===== src/rtl/alu.sv =====
// 32-bit integer ALU: combinational datapath selected by a 4-bit opcode,
// with the result and its zero flag registered together (one-cycle latency).
module alu #(
    parameter int WIDTH = 32
) (
    input  logic             clk,
    input  logic             reset,
    input  logic [WIDTH-1:0] ALUSrcA,
    input  logic [WIDTH-1:0] ALUSrcB,
    input  logic [3:0]       ALUOp,
    output logic [WIDTH-1:0] ALUResult,
    output logic             ALUZero
);

    localparam logic [3:0] OP_ADD  = 4'd0;
    localparam logic [3:0] OP_SUB  = 4'd1;
    localparam logic [3:0] OP_AND  = 4'd2;
    localparam logic [3:0] OP_OR   = 4'd3;
    localparam logic [3:0] OP_SLL  = 4'd4;
    localparam logic [3:0] OP_SRL  = 4'd5;
    localparam logic [3:0] OP_SLT  = 4'd6;
    localparam logic [3:0] OP_SRA  = 4'd7;
    localparam logic [3:0] OP_XOR  = 4'd8;
    localparam logic [3:0] OP_NOR  = 4'd9;
    localparam logic [3:0] OP_SLTU = 4'd10;
    localparam logic [3:0] OP_LUI  = 4'd11;

    logic [WIDTH-1:0] res_d, res_q;
    logic             zero_d, zero_q;
    logic [4:0]       shamt;
    logic             lt_s, lt_u;

    // Shift amount comes only from the low five bits; upper bits of B are ignored.
    assign shamt = ALUSrcB[4:0];
    assign lt_s  = $signed(ALUSrcA) < $signed(ALUSrcB);
    assign lt_u  = ALUSrcA < ALUSrcB;

    always_comb begin
        res_d = '0;
        unique case (ALUOp)
            OP_ADD:  res_d = ALUSrcA + ALUSrcB;
            OP_SUB:  res_d = ALUSrcA - ALUSrcB;
            OP_AND:  res_d = ALUSrcA & ALUSrcB;
            OP_OR:   res_d = ALUSrcA | ALUSrcB;
            OP_SLL:  res_d = ALUSrcA << shamt;
            OP_SRL:  res_d = ALUSrcA >> shamt;
            OP_SLT:  res_d = {{(WIDTH-1){1'b0}}, lt_s};
            OP_SRA:  res_d = unsigned'($signed(ALUSrcA) >>> shamt);
            OP_XOR:  res_d = ALUSrcA ^ ALUSrcB;
            OP_NOR:  res_d = ~(ALUSrcA | ALUSrcB);
            OP_SLTU: res_d = {{(WIDTH-1){1'b0}}, lt_u};
            OP_LUI:  res_d = {ALUSrcB[15:0], {(WIDTH-16){1'b0}}};
            default: res_d = '0;
        endcase
        zero_d = (res_d == '0);
    end

    always_ff @(posedge clk) begin
        if (reset) begin
            res_q  <= '0;
            zero_q <= 1'b1;
        end else begin
            res_q  <= res_d;
            zero_q <= zero_d;
        end
    end

    assign ALUResult = res_q;
    assign ALUZero   = zero_q;

endmodule


===== config.mk =====
export PLATFORM = sky130hd
export DESIGN_NAME = alu
export DESIGN_NICKNAME = d
export VERILOG_FILES = /design/src/rtl/alu.sv
export SDC_FILE = /design/constraint.sdc
export NUM_CORES = 1
export LEC_CHECK = 0
export ABC_CLOCK_PERIOD_IN_PS = 4500
export BUFFER_PORTS_ARGS = -buffer_cell sky130_fd_sc_hd__buf_2
export CAP_MARGIN = 15
export CORE_MARGIN = 4
export CORE_UTILIZATION = 45
export CTS_CLUSTER_DIAMETER = 150
export DETAILED_ROUTE_END_ITERATION = 10
export HOLD_SLACK_MARGIN = 0.1
export PLACE_DENSITY = 0.71
export REMOVE_ABC_BUFFERS = 1
export SETUP_SLACK_MARGIN = 0.1
export SKIP_CTS_REPAIR_TIMING = 1
export SYNTH_ARGS = -nofsm -noshare
export SYNTH_HDL_FRONTEND = slang
export SYNTH_SLANG_ARGS = --single-unit
export TNS_END_PERCENT = 10

===== constraint.sdc =====
create_clock -name clk -period 4.5 [get_ports clk]
set_clock_uncertainty 0.1 [all_clocks]
set_input_delay 0.675 -clock clk [delete_from_list [all_inputs] [get_ports clk]]
set_output_delay 0.675 -clock clk [all_outputs]
set_load 0.005 [all_outputs]

Word level (Yosys, flattened, before mapping)
Index checks and enable logic that the tools add are counted.
{"block": "word_totals", "register_bits": 33, "in_bits": 70, "out_inout_bits": 33, "word_cells": 27}
{"block": "op_classes", "addsub": 2, "order_cmp": 2, "n_eq_ne": 11, "n_shift": 3, "mux": 1, "bitwise_logic": 4, "reduce_logical": 2}
{"op": "32-bit one-hot mux with 12 select lines", "count": 1}
{"op": "32-bit < comparator", "count": 2}
{"op": "32-bit adder", "count": 1}
{"op": "32-bit bitwise AND", "count": 1}
{"op": "32-bit zero test", "count": 1}
{"op": "32-bit NOT", "count": 1}
{"op": "32-bit OR", "count": 1}
{"op": "32-bit by 5-bit << shifter with 32-bit output", "count": 1}
{"op": "32-bit by 5-bit >> shifter with 32-bit output", "count": 1}
{"op": "32-bit by 5-bit >>> shifter with 32-bit output", "count": 1}
{"op": "32-bit subtractor", "count": 1}
{"op": "32-bit bitwise XOR", "count": 1}
{"op": "4-bit by 3-bit equality test with 1-bit output (second input constant)", "count": 4}
{"op": "4-bit equality test (second input constant)", "count": 4}
{"op": "4-bit by 2-bit equality test with 1-bit output (second input constant)", "count": 2}
{"op": "4-bit by 1-bit equality test with 1-bit output (second input constant)", "count": 1}
{"op": "4-bit zero test", "count": 1}

Longest topological paths before layout
{"block": "logic_depth", "ltp_word": 4, "ltp_mapped": 18, "mapped_depth_nobuf": 14}

Worst setup path before layout
No wires, ideal clock.
{"block": "synth_timing", "path_kind": "in2reg", "start": "in ALUSrcB[1]", "end": "reg zero_q, in the netlist ALUZero", "setup_time_ns": 0.096, "t_arrival_ns": 4.354, "required_time_ns": 4.304, "path_slack_ns": -0.050, "path_stages": 16, "n_path_buf": 3, "path_cell_list": "inv_1 buf_2 buf_1 clkbuf_1 ha_1 a211o_1 a221oi_2 a21o_1 o221a_1 o211ai_1 or4_1 nor4_1 and4_1 and3_1 nand4_1 o41ai_2"}
{"block": "synth_via", "elab_chain_cells": 4, "word_cells_on_any_way": 13, "cone_classes": "2 x add/sub; 2 x order compare; 3 x shift; 1 x mux; 4 x bitwise; 1 x reduce/logical"}
{"item": "start, declared", "line": "9", "text": "input logic [WIDTH-1:0] ALUSrcB,"}
{"item": "parallel branches: the longest is 2 deep, another holds 32-bit subtractor"}
{"item": "32-bit one-hot mux with 12 select lines *", "line": "40", "text": "unique case (ALUOp)"}
{"item": "32-bit zero test *", "line": "55", "text": "zero_d = (res_d == '0);"}
{"item": "end signal, assigned", "line": "64", "text": "zero_q <= zero_d;"}
{"item": "end, declared", "line": "29", "text": "logic zero_d, zero_q;"}
Mark *: on every way between the ends.
A chain may end at the register's enable or synchronous reset.

Worst setup path after layout
{"block": "layout_timing", "start": "in ALUSrcB[0]", "end": "reg zero_q, in the netlist ALUZero"}
The elaborated chain is that of the path after synthesis.

==> results.md <==
* Failing checks: design-rule violations
* Final ANT Viol Nets at 0
* Fin. max-slew vios at 0
* Root buf cell: clkbuf_16
* Final worst-path cycle share at 0.971
* IO Pins at about 100
* Arr. time, crit path at between 4 and 5 ns
* Worst Setup SP: ALUSrcB[0]
* Crit path launch type: input port
* Vias per cell at 7.21
* Critical path cell sequence: buf_4 -> buf_4 -> ha_1 -> fa_1 -> o21bai_1 -> a211oi_2 -> o211a_2 -> a211o_1 -> o211ai_1 -> a32o_1 -> o211a_1 -> o32ai_1 -> and4_1 -> nand4_1 -> o41ai_2
* Crit path max fanout at 11
* Synth unique cells at 96
* Cell count after synthesis at around 1,600
* Most used flip-flop cell after synthesis: dfxtp_1
* Worst endpoint required time at about 4.6 ns
* # port buffers at between 100 and 150
* Flops & latches, synth at 33
* CTS tree: done
* Ratio of cells with drive above 1 in the final layout at 0.243
* Most frequent cells in the layout: buf_4 (181), nor2_1 (153), a21oi_1 (111), ha_1 (100), buf_2 (100)
* Initial antenna violation count at 2
* CTS buffer count at 5
* Max-cap violations at 0
* Largest net degree at the start of global routing at 70
* Chip height at roughly 170 microns
* Worst Setup End Kind: flip-flop
* Hold Path Depth at 2
* Run status: complete, but fails checks
* Vias post-DR at between 10,000 and 15,000
* Std cell rows at a little under 60
* Seq/Total Area, Yosys at 0.0574
* Fin cells at a little over 2,000
* Fin. Hold Viols at 0
* Peak supply drop at 0.000413 V
* First DRT Iteration DRCs at approximately 2,200
* Number of flops mapped to enable cells by yosys at 0
* Dpl cells at around 2,000
* Period minus WS final at ~4.4 ns
* Commonest non-fill, non-tap cell in the layout: buf_4
* Fmax at 229 MHz
* Clk pin slew, worst setup/hold paths at 0.05 ns
* Pwr Density at about 180 mW/mm^2
* Initial Utilization at 0.457
* Critical Path Max Stage Delay at 0.53 ns
* Chip Width at ~170 microns
* Mean Syn Cell Area at 7.39 sq um
* Pre-antenna DRT Iters at 11
* Hold Startpoint: reset
* P&R area growth vs syn at 17.9%
* First-pass GRT wire length at around 89,000 microns
* Fin Hold WS at a little under 0.7 ns
* Placer Congestion at between 1 and 1.5
* WL final at around 60,000 microns
* Slowest-stage cell, CP: a211oi_2
* CTS sink count at 33
* WP buf/inv at 2
* Residual DRC at 6
* Crit path depth at 15
* Family with the most delay on the worst path: compound AO/OA/AOI/OAI gates
* RSZ-0062 raised after global routing: false
* Core Area at around 0.025 sq mm
* Ys async rst share at 0
* Gr ovfl total at 0
* Routed len/inst at 29.7 microns
* H-tree level count at 2
* Type of the worst setup path: input port to flip-flop
* Nets at around 1,900
* CTS Buffer Depth at 2
* Die area at about 0.028 sq mm
* Final setup vio count at 0
* Final Core Density at 0.539
* Vias in the first global route at about 14,000
* Post-Synthesis Cell Area at between 0.01 and 0.015 sq mm
* Relative slew slack at 0.166
* HP Class: input port to flip-flop
* Worst-margin pin slew at between 1 and 1.5 ns
* Worst path most repeated cell: buf_4
* Gr usage total at 0.408
* Leakage at ~5.9 nW
* Fillers at 2,442
* YS warnings at 0
* DPL Wire Length at ~49,000 microns
[power by group]
part	internal [W]	total, W	switching, W
sequential	0.000322	0.000328	0.00000601
combinational	0.000668	0.00172	0.00105
clock	0.000276	0.000386	0.000111
total	0.00127	0.00243	0.00116
[state kept, by name, summed over array words and instances (netlist names)]
signal / count
ALUZero: 1
ALUResult: 32
[through the flow]
step / setup TNS, ns / worst slack [ns] / cell area [sq um] / total power, W
floorplan: -0.0674 / -0.0674 / 10800 / 0.00120
global placement: -0.134 / -0.134 / 13400 / 0.00197
detailed placement: -0.157 / -0.157 / 13400 / 0.00197
CTS: 0 / 0.103 / 13500 / 0.00237
global route: 0 / 0.0870 / 13600 / 0.00253
finish: 0 / 0.129 / 13600 / 0.00243
[synthesized netlist by cell type (all sizes together), types with 33 or more instances]
cell / instances / share of area
nor2: 153 / 0.050
a21oi: 112 / 0.049
ha: 100 / 0.11
nand2: 99 / 0.032
inv: 95 / 0.031
clkbuf: 88 / 0.029
o21ai: 76 / 0.033
buf: 60 / 0.029
mux2i: 59 / 0.052
mux4: 51 / 0.10
nor3: 38 / 0.017
mux2: 36 / 0.035
o211ai: 35 / 0.023
dfxtp: 33 / 0.057
[cells by family after synthesis]
kind of cell             share of synthesized area
buffers and inverters                       0.0890
adder cells (fa/ha/maj)                      0.112
XOR/XNOR                                    0.0114
AO/OA/AOI/OAI                                0.335
flip-flops                                  0.0574
multiplexers                                 0.188
AND/OR/NAND/NOR                              0.207
[final timing paths]
| check | endpoint |
|---|---|
| max | ALUZero |
| min | ALUResult[4] |
[cell type report]
class | instances | area (sq um) | share of cell area
diodes | 1 | 2.50 | 0.000184
clock buffers | 7 | 143 | 0.0105
clock inverters | 1 | 30.0 | 0.00221
inverters | 95 | 357 | 0.0263
multi-input cells | 1282 | 9880 | 0.728
flip-flops and latches | 33 | 661 | 0.0487
well taps | 330 | 413 | 0.0304
repair buffers | 292 | 2080 | 0.153
[routing by layer]
metal  up-vias  routed length (microns)  part of all wire  global-route usage
li1       6279                        -                 -                   -
met1      7015                    23100              0.38               0.539
met2      1173                    26000              0.43               0.632
met3       241                     7110              0.12              0.0648
met4         2                     4470             0.074               0.233
met5         -                       16           0.00026                   0
No activity file was read; power rests on OpenSTA's default activity.
